===== config.mk =====
export PLATFORM = sky130hd
export DESIGN_NAME = i2c_target
export DESIGN_NICKNAME = d
export VERILOG_FILES = /design/src/rtl/i2c_target.sv
export SDC_FILE = /design/constraint.sdc
export NUM_CORES = 1
export LEC_CHECK = 0
export CAP_MARGIN = 20
export CORE_ASPECT_RATIO = 1.5
export CORE_MARGIN = 2
export CORE_UTILIZATION = 45
export CTS_BUF_LIST = sky130_fd_sc_hd__clkbuf_2
export CTS_CLUSTER_DIAMETER = 100
export DETAILED_ROUTE_END_ITERATION = 12
export PLACE_DENSITY = 0.73
export SYNTH_ARGS = -nofsm -noshare
export SYNTH_HDL_FRONTEND = slang
export SYNTH_SLANG_ARGS = --single-unit

===== constraint.sdc =====
create_clock -name clk -period 2.7 [get_ports clk]
set_clock_uncertainty 0.05 [all_clocks]
set_input_delay 0.675 -clock clk [delete_from_list [all_inputs] [get_ports clk]]
set_output_delay 0.675 -clock clk [all_outputs]
set_load 0.02 [all_outputs]

===== src/rtl/i2c_target.sv =====
// I2C target (slave) with fixed 7-bit address, oversampled from the system clock.
// Receives written bytes on rx_data/rx_valid and requests read bytes via tx_req/tx_data.
module i2c_target #(
    parameter logic [6:0] OWN_ADDR = 7'h42
) (
    input  logic       clk,
    input  logic       rst_n,
    input  logic       scl_in,
    input  logic       sda_in,
    output logic       sda_oe,
    output logic [7:0] rx_data,
    output logic       rx_valid,
    output logic       tx_req,
    input  logic [7:0] tx_data,
    output logic       busy,
    output logic       start_det,
    output logic       stop_det
);

    typedef enum logic [2:0] {
        IDLE,
        ADDR,
        ADDR_ACK,
        WRITE,
        WR_ACK,
        READ,
        RD_ACK
    } state_e;

    state_e      state_q;
    logic        scl_s1_q, scl_s2_q, scl_h_q;
    logic        sda_s1_q, sda_s2_q, sda_h_q;
    logic [2:0]  bit_cnt_q;
    logic [7:0]  shift_q;
    logic        rw_q;
    logic        nack_q;
    logic        byte_done_q;
    logic        tx_load_q;
    logic        sda_oe_q;
    logic [7:0]  rx_data_q;
    logic        rx_valid_q;
    logic        tx_req_q;
    logic        start_det_q;
    logic        stop_det_q;

    logic scl_rise, scl_fall, scl_high;
    logic sda_rise, sda_fall;
    logic start_c, stop_c;

    // Edges are taken between the synchronized level and its history flop.
    assign scl_rise = scl_s2_q & ~scl_h_q;
    assign scl_fall = ~scl_s2_q & scl_h_q;
    assign scl_high = scl_s2_q & scl_h_q;
    assign sda_rise = sda_s2_q & ~sda_h_q;
    assign sda_fall = ~sda_s2_q & sda_h_q;
    assign start_c  = sda_fall & scl_high;
    assign stop_c   = sda_rise & scl_high;

    always_ff @(posedge clk or negedge rst_n) begin
        if (!rst_n) begin
            {scl_s1_q, scl_s2_q, scl_h_q} <= 3'b111;
            {sda_s1_q, sda_s2_q, sda_h_q} <= 3'b111;
        end else begin
            // NOTE: non-blocking assignments make each flop sample the previous stage's old value, forming a true shift chain.
            scl_s1_q <= scl_in;
            scl_s2_q <= scl_s1_q;
            scl_h_q  <= scl_s2_q;
            sda_s1_q <= sda_in;
            sda_s2_q <= sda_s1_q;
            sda_h_q  <= sda_s2_q;
        end
    end

    always_ff @(posedge clk or negedge rst_n) begin
        if (!rst_n) begin
            state_q     <= IDLE;
            bit_cnt_q   <= 3'd0;
            shift_q     <= 8'h00;
            rw_q        <= 1'b0;
            nack_q      <= 1'b0;
            byte_done_q <= 1'b0;
            tx_load_q   <= 1'b0;
            sda_oe_q    <= 1'b0;
            rx_data_q   <= 8'h00;
            rx_valid_q  <= 1'b0;
            tx_req_q    <= 1'b0;
            start_det_q <= 1'b0;
            stop_det_q  <= 1'b0;
        end else begin
            rx_valid_q  <= 1'b0;
            tx_req_q    <= 1'b0;
            start_det_q <= 1'b0;
            stop_det_q  <= 1'b0;
            tx_load_q   <= 1'b0;

            if (start_c) begin
                state_q     <= ADDR;
                bit_cnt_q   <= 3'd0;
                byte_done_q <= 1'b0;
                sda_oe_q    <= 1'b0;
                start_det_q <= 1'b1;
            end else if (stop_c) begin
                state_q     <= IDLE;
                byte_done_q <= 1'b0;
                sda_oe_q    <= 1'b0;
                stop_det_q  <= 1'b1;
            end else begin
                unique case (state_q)
                    IDLE: ;
                    ADDR, WRITE: begin
                        if (scl_rise) begin
                            shift_q   <= {shift_q[6:0], sda_s2_q};
                            bit_cnt_q <= bit_cnt_q + 3'd1;
                            if (bit_cnt_q == 3'd7) begin
                                byte_done_q <= 1'b1;
                                if (state_q == WRITE) begin
                                    rx_data_q  <= {shift_q[6:0], sda_s2_q};
                                    rx_valid_q <= 1'b1;
                                end
                            end
                        end else if (scl_fall && byte_done_q) begin
                            byte_done_q <= 1'b0;
                            if (state_q == WRITE) begin
                                sda_oe_q <= 1'b1;
                                state_q  <= WR_ACK;
                            end else if (shift_q[7:1] == OWN_ADDR) begin
                                rw_q     <= shift_q[0];
                                sda_oe_q <= 1'b1;
                                state_q  <= ADDR_ACK;
                            end else begin
                                sda_oe_q <= 1'b0;
                                state_q  <= IDLE;
                            end
                        end
                    end
                    ADDR_ACK: begin
                        if (scl_fall) begin
                            bit_cnt_q <= 3'd0;
                            if (rw_q) begin
                                tx_req_q  <= 1'b1;
                                tx_load_q <= 1'b1;
                                state_q   <= READ;
                            end else begin
                                sda_oe_q <= 1'b0;
                                state_q  <= WRITE;
                            end
                        end
                    end
                    WR_ACK: begin
                        if (scl_fall) begin
                            sda_oe_q <= 1'b0;
                            state_q  <= WRITE;
                        end
                    end
                    READ: begin
                        if (scl_fall) begin
                            bit_cnt_q <= bit_cnt_q + 3'd1;
                            if (bit_cnt_q == 3'd7) begin
                                sda_oe_q <= 1'b0;
                                state_q  <= RD_ACK;
                            end else begin
                                shift_q  <= {shift_q[6:0], 1'b0};
                                sda_oe_q <= ~shift_q[6];
                            end
                        end
                    end
                    RD_ACK: begin
                        if (scl_rise) begin
                            nack_q <= sda_s2_q;
                        end else if (scl_fall) begin
                            bit_cnt_q <= 3'd0;
                            if (nack_q) begin
                                sda_oe_q <= 1'b0;
                                state_q  <= IDLE;
                            end else begin
                                tx_req_q  <= 1'b1;
                                tx_load_q <= 1'b1;
                                state_q   <= READ;
                            end
                        end
                    end
                    default: state_q <= IDLE;
                endcase

                // Read byte arrives one clk after tx_req; MSB goes onto the bus immediately.
                if (tx_load_q) begin
                    shift_q  <= tx_data;
                    sda_oe_q <= ~tx_data[7];
                end
            end
        end
    end

    assign sda_oe    = sda_oe_q;
    assign rx_data   = rx_data_q;
    assign rx_valid  = rx_valid_q;
    assign tx_req    = tx_req_q;
    assign busy      = (state_q != IDLE);
    assign start_det = start_det_q;
    assign stop_det  = stop_det_q;

endmodule


# After elaboration in Yosys (flattened, before gate mapping)
# Cells that the tools add are included.
# totals
regBits,36
word_cells,153
# classes
n_addsub,1
eq_ne,34
muxes,66
bitwise_logic,17
reduce_logical,17
# op_table
operator,n
$mux 3,19
$ne 5x5->1 const B,9
$mux 1,37
$mux 8,4
$ne 4x4->1 const B,8
$ne 3x3->1 const B,7
$pmux 3 s6,1
$pmux 8 s2,1
$eq 3x3->1 const B,4
$pmux 3 s4,1
$reduce_and 6->1,2
$not 1->1,10
$reduce_and 10->1,1
$reduce_and 9->1,1
$reduce_bool 3->1,3
$reduce_bool 8->1,1
$and 1x1->1,7
$eq 7x7->1 const B,1
$reduce_and 7->1,1
$eq 3x2->1 const B,2
$pmux 1 s5,1
$reduce_and 5->1,1
$reduce_bool 5->1,1
$ne 4x1->1 const B,1
other kinds (11),11

# Logic depth before layout (Yosys ltp)
# Gate-level depths: netlist (run 1).
# depth
depth_word,9
mapped_depth,6

# Least setup slack after synthesis (run 1)
# OpenSTA, ideal clock, no wires.
# synth_timing
kind,register to register
startpoint,register scl_s2_q
endpoint,"register rx_data_q[0], in the netlist rx_data[0]"
setup_time_ns,0.125
arrival_ns,1.554
required_ns,2.525
setup_slack_ns,0.971
stages_incl_launch_ff,6
period_less_slack_ns,1.729
path_cell_list,dfstp_2 -> inv_2 -> nor4_4 -> and3_1 -> buf_4 -> mux2_2
# synth_via
elab_chain_len,4
elab_cells_between_ends,7
cone_classes,bitwise: 6; reduce/logical: 1
# synth_rtl
element,line_no,source
from (decl),31,"logic scl_s1_q, scl_s2_q, scl_h_q;"
from (signal assigned),66,scl_s2_q <= scl_s1_q;
$and 1x1->1,53,assign scl_high = scl_s2_q & scl_h_q;
"$and 1x1->1, on equally long branches","57, 56",
$not 1->1 (no source line),--,
$reduce_and 6->1 (no source line) *,--,
to (signal assigned),117,"rx_data_q <= {shift_q[6:0], sda_s2_q};"
to (decl),40,logic [7:0] rx_data_q;
# Mark *: on every way between the ends. The rest lies on a longest branch, timed or not.
# A chain may end at the register's enable or synchronous reset.

# Final worst setup path (run 1)
# layout_timing
startpoint,register state_q[0]
endpoint,output port busy
# layout_via
elab_chain_len,1
# layout_rtl
element,line_no,source
from (decl),30,state_e state_q;
from (signal assigned),76,state_q <= IDLE;
from (signal assigned),97,state_q <= ADDR;
from (signal assigned),103,state_q <= IDLE;
$reduce_bool 3->1,198,assign busy = (state_q != IDLE);
to (decl),15,"output logic busy,"
# Every way passes these cells.

==> run metrics, run 1 <==
floorplan die width=56.56 µm; vias in the first global route=1427; clk slew on worst S/H paths=0.19 ns; CTS resizes=0; worst setup margin=0.07858 ns; Synthesis Warnings=0; Starting Density=47.09%; placed insts=217; RSZ-0062 raised after global routing=no; CP startpoint kind=flop; FF-to-FF setup slack=0.51 ns; largest cells by area after synthesis=dfrtp_1 40%, mux2_2 10%, dfstp_2 8.5%; fillers=340; mapped cell area=1864 µm²; share of the yosys chip area belonging to registers=48.72%; DR DRC count=0; synthesized flop and latch total=36; CP Buf/Inv Count=2; Max Fclk=0.3815 GHz; initial DRC count=22; post-synth top area cell=dfrtp_1; Setup violations, final=0; CP max-delay cell=clkdlybuf4s50_1; later-pin clock latency in the skew report=0.39 ns; worst hold stages=0; Layout area overhead=16.71%; hold_sp=scl_s1_q; routed wire length=4011 µm; Hold Path Class=flop to flop; commonest non-fill, non-tap cell in the layout=dfrtp_1; Clock Sinks=36; io pins=26; FFs w/ async S/R, synth=100.0%; Slew @ Worst Pin=0.5237 ns; Yosys top cell area share=40.27%; Rel. slew slack=65.08%; Die Ht=82.83 µm; crit share post-route=97.09%; status=complete, no violations; Gate Count Post-Synth=152; Placed Area=2136 µm²; gr usage total=18.33%; CTS tree=built; peak supply drop=0.3402 mV; Cell Pwr Density=484.9 nW/µm²; Unique masters post-synth=51; CTS max path bufs=2; leak pwr=0.9849 nW; Setup Buffers After CTS=0; Cell Chain, Critical Path=inv_1 -> nand3_1 -> clkdlybuf4s50_1; Avg Inst Size Synth=12.27 µm²; Final Slew Violations=0; nets@finish=193; TNS Setup=0 ns; Finished Cell Area=2176 µm²; Non-Filler Instances=225; layout cell share with drive strength beyond 1=29.44%; FP Rows=28; Max Cap Viol=0; Min-Delay Endpoint=scl_s2_q; WP data arrival=1.90 ns; H-tree levels=2; Port Buffers=25; largest net degree at the start of global routing=37; CTS Root Cell=clkbuf_2; Place WS=0.5339 ns; drt pass-1 iters=4; RR Startpoint=state_q[0]; post-DP HPWL=2996 µm; Final GP Congestion=0.8724; critical path capture point type=output pin; Antenna Nets Post-Route=0; Post-synth top flop=dfrtp_1; most frequent cells in the layout=30 x dfrtp_1, 25 x clkdlybuf4s50_1, 17 x mux2_2; crit path kind=flop to output pin; minimum clock period=2.621 ns; RR Endpoint=rx_data[2]; Via density=5.889; Core ar.=3959 µm²; crit-path max cell delay=0.60 ns; Net Count, Synth=166; R2R depth=4; CP max FO=11; Avg WL per Cell=17.83 µm; # diodes=0; DR vias=1325; Worst EP required=1.98 ns; Post-synth EDFFs=0; total congestion overflow=0; die area=4684 µm²; Final Hold Fails=0; CTS Buf Count=5; first-pass GRT wire length=6789 µm; hold_buf cts=0; CP top delay family=buffers and inverters; initial antenna violation count=0
==> worst reg2reg max path, cell delays in order (launching register included) <==
cell     delay, ns
dfrtp_1       0.56
inv_1         0.22
nor4_4        0.37
and3_1        0.49
mux2_2        0.40
==> stage by stage <==
step / util [%] / total power [mW] / hold slack [ns]
floorplan: - / 0.7474 / 0.2952
global placement: 53.95 / 0.8067 / 0.2966
detailed placement: 53.95 / 0.8191 / 0.3006
CTS: 54.96 / 1.063 / 0.3266
global route: 54.96 / 1.109 / 0.3339
finish: 54.96 / 1.055 / 0.3147
==> worst max-delay path by stage <==
stage / startpoint / to / slack, ns / depth (start not counted)
final: state_q[0] / busy / 0.08 / 3
after global routing: state_q[0] / busy / 0.01 / 3
after CTS: state_q[0] / busy / 0.08 / 3
after detailed placement: state_q[0] / busy / 0.53 / 3
after global placement: state_q[2] / busy / 0.54 / 3
after floorplan: scl_s2_q / rx_data[0] / 0.97 / 5
==> kinds of logic (layout without fill, tap and decap cells) <==
group | count (synthesis) | in the layout | share of synthesized area, %
compound gates | 24 | 24 | 9.532
xor+xnor | 1 | 1 | 0.8727
fa+ha+maj | 2 | 2 | 1.342
flops | 36 | 36 | 48.72
simple gates | 44 | 44 | 15.37
buf+inv | 15 | 43 | 4.497
mux | 30 | 30 | 19.66
==> layout make-up <==
| type | instances | area [µm²] | area share [%] |
|---|---|---|---|
| Clock inverter | 1 | 5.005 | 0.2300 |
| Multi-Input combinational cell | 101 | 872.1 | 40.08 |
| Inverter | 7 | 26.28 | 1.208 |
| Sequential cell | 36 | 908.4 | 41.75 |
| Tap cell | 45 | 56.30 | 2.588 |
| Timing Repair Buffer | 28 | 272.8 | 12.54 |
| Clock buffer | 7 | 35.03 | 1.610 |
==> where the power goes <==
part | switching [mW] | total, mW | internal (mW)
Combinational | 0.0870 | 0.182 | 0.0953
Clock | 0.176 | 0.247 | 0.0708
Sequential | 0.0406 | 0.626 | 0.585
==> cells in the mapped netlist, types with 2 or more instances <==
library cell / n
nor4_1: 2
buf_6: 3
and4b_1: 3
a31oi_1: 2
clkbuf_1: 3
o21ai_0: 4
o32ai_1: 2
a21oi_1: 2
mux2_4: 9
nand2b_1: 3
mux2i_1: 4
mux2_2: 17
nor2b_1: 2
inv_2: 2
nand3b_1: 2
nand3_1: 4
nor3_1: 2
and3_1: 3
dfrtp_1: 30
dfstp_2: 6
inv_1: 5
nor2_1: 6
ha_1: 2
nand2_1: 7
==> metal layers <==
metal / global-route usage, % / share of wire [%]
met2: 31.40 / 52
met1: 20.89 / 39
met5: 0 / 0
met3: 3.894 / 4.3
met4: 9.524 / 4.3
==> registers in the layout, indices dropped and copies added, names as in the netlist, 3 cells and up <==
signal     cells
rx_data        8
shift_q        8
bit_cnt_q      3
state_q        3
Note: power is estimated with default switching activity, not from simulation.
==> run 2, diff against run 1 <==
Settings changed: CORE_ASPECT_RATIO 1.5 to 0.7, SKIP_LAST_GASP set to 1.
==> run 2 against run 1 <==
  * Via count shrank 0.60%
  * Utilization up 0.33 points
  * Final cell count increased by 2.7%
  * Total power rose by 0.70%
  * Sequential share of layout area shrank 0.062 points
  * Critical path type unchanged
==> run metrics, run 2 (synthesis results as in run 1) <==
Port Buffers=25 (unchanged); Via density=5.701 (was 5.889); minimum clock period=2.560 ns (was 2.621 ns); first-pass GRT wire length=6617 µm (was 6789 µm); CP startpoint kind=flop (unchanged); floorplan die width=80.93 µm (was 56.56 µm); CTS resizes=0 (unchanged); Max Fclk=0.3907 GHz (was 0.3815 GHz); Clock Sinks=36 (unchanged); CTS tree=built (unchanged); CTS Root Cell=clkbuf_2 (unchanged); commonest non-fill, non-tap cell in the layout=dfrtp_1 (unchanged); FP Rows=19 (was 28); Rel. slew slack=60.86% (was 65.08%); sequential share of power=58.7% (was 59.3%); Final Power=1.063 mW (was 1.055 mW); Avg WL per Cell=17.04 µm (was 17.83 µm); CP max FO=14 (was 11); Hold Path Class=flop to flop (unchanged); Final Hold Fails=0 (unchanged); # diodes=0 (unchanged); RSZ-0062 raised after global routing=no (unchanged); nets@finish=192 (was 193); crit share post-route=94.80% (was 97.09%); WP data arrival=1.83 ns (was 1.90 ns); gr usage total=19.05% (was 18.33%); Setup violations, final=0 (unchanged); Die Ht=57.85 µm (was 82.83 µm); Logic pwr share=17.5% (was 17.3%); initial antenna violation count=0 (unchanged); Setup Buffers After CTS=0 (unchanged); Core ar.=3946 µm² (was 3959 µm²); layout cell share with drive strength beyond 1=29.61% (was 29.44%); H-tree levels=2 (unchanged); initial DRC count=62 (was 22); Max Cap Viol=0 (unchanged); post-DP HPWL=2771 µm (was 2996 µm); vias in the first global route=1330 (was 1427); Net Sw Frac=29.91% (was 28.81%); Net Sw Power=0.3178 mW (was 0.3039 mW); leak pwr=0.9776 nW (was 0.9849 nW); Non-Filler Instances=231 (was 225); Slew @ Worst Pin=0.5872 ns (was 0.5237 ns); later-pin clock latency in the skew report=0.38 ns (was 0.39 ns); drt pass-1 iters=4 (unchanged); largest net degree at the start of global routing=37 (unchanged); placed insts=223 (was 217); Starting Density=47.24% (was 47.09%); Final Slew Violations=0 (unchanged); status=complete, no violations (unchanged); crit path kind=flop to output pin (unchanged); critical path capture point type=output pin (unchanged); Antenna Nets Post-Route=0 (unchanged); P_int=0.7447 mW (was 0.7512 mW); CTS max path bufs=2 (unchanged); DR DRC count=0 (unchanged); peak supply drop=0.3717 mV (was 0.3402 mV); Final GP Congestion=0.9107 (was 0.8724); CTS Buf Count=5 (unchanged); clk slew on worst S/H paths=0.21 ns (was 0.19 ns); TNS Setup=0 ns (unchanged); Cell Pwr Density=486.9 nW/µm² (was 484.9 nW/µm²); routed wire length=3936 µm (was 4011 µm); part of the power in the clock network=23.8% (was 23.4%); DR vias=1317 (was 1325); Layout area overhead=17.05% (was 16.71%); most frequent cells in the layout=29 x dfrtp_1, 25 x clkdlybuf4s50_1, 17 x mux2_2 (was 30 x dfrtp_1, 25 x clkdlybuf4s50_1, 17 x mux2_2); hold_buf cts=0 (unchanged); total congestion overflow=0 (unchanged); Worst EP required=1.98 ns (about the same); die area=4682 µm² (was 4684 µm²); io pins=26 (unchanged)
-- run 2: path summary, 6_finish.rpt --
kind,slack (ns),start,cells after the start,to
max in group asynchronous,1.60,rst_n,2,scl_s1_q
setup / recovery,0.14,state_q[2],3,busy
setup reg to reg,0.49,scl_s2_q,4,rx_data[0]
hold / removal,0.28,scl_s1_q,0,scl_s2_q
min in group asynchronous,0.62,rst_n,2,shift_q[0]
hold reg to reg,0.28,scl_s1_q,0,scl_s2_q
-- run 2: metal layers --
| layer | vias to the layer above | part of all wire, % | wire [µm] | track usage (%) |
|---|---|---|---|---|
| met5 | - | 0 | 0 | 0 |
| met4 | 0 | 0.48 | 19 | 5.811 |
| met3 | 2 | 5.1 | 201 | 4.673 |
| met2 | 35 | 44 | 1739 | 25.97 |
| met1 | 667 | 50 | 1975 | 29.78 |
| li1 | 613 | - | - | - |
-- run 2: layout make-up --
class / instances / area (µm²)
fillers: 357 / 1764
multi-input cells: 101 / 872.1
repair buffers: 27 / 265.3
clock inverters: 3 / 18.77
flip-flops and latches: 36 / 909.6
clock buffers: 5 / 25.02
inverters: 7 / 26.28
well taps: 52 / 65.06
-- run 2: power by group through the flow --
stage	combinational (mW)	clock, mW	sequential, mW
after detailed placement	0.186	0	0.635
final	0.186	0.253	0.624
after global routing	0.212	0.284	0.631
after CTS	0.189	0.259	0.624
after global placement	0.176	0	0.630
after floorplan	0.121	0	0.626
-- run 2: stage by stage --
step	cell area [µm²]	hold WS [ns]	setup WS (ns)	util, %
2_1_floorplan	1864	0.2952	0.9714	-
3_3_place_gp	2137	0.2977	0.5687	54.15
3_5_place_dp	2137	0.2968	0.5237	54.15
4_1_cts	2181	0.2946	0.08399	55.26
5_1_grt	2182	0.2931	0.02161	55.29
6_report	2182	0.2822	0.1404	55.29
-- run 2: worst max-delay path, stage by stage (launching register included) --
cell and delay (ns):
dfrtp_1 0.68, inv_2 0.08, nand3_1 0.09, clkdlybuf4s50_1 0.60
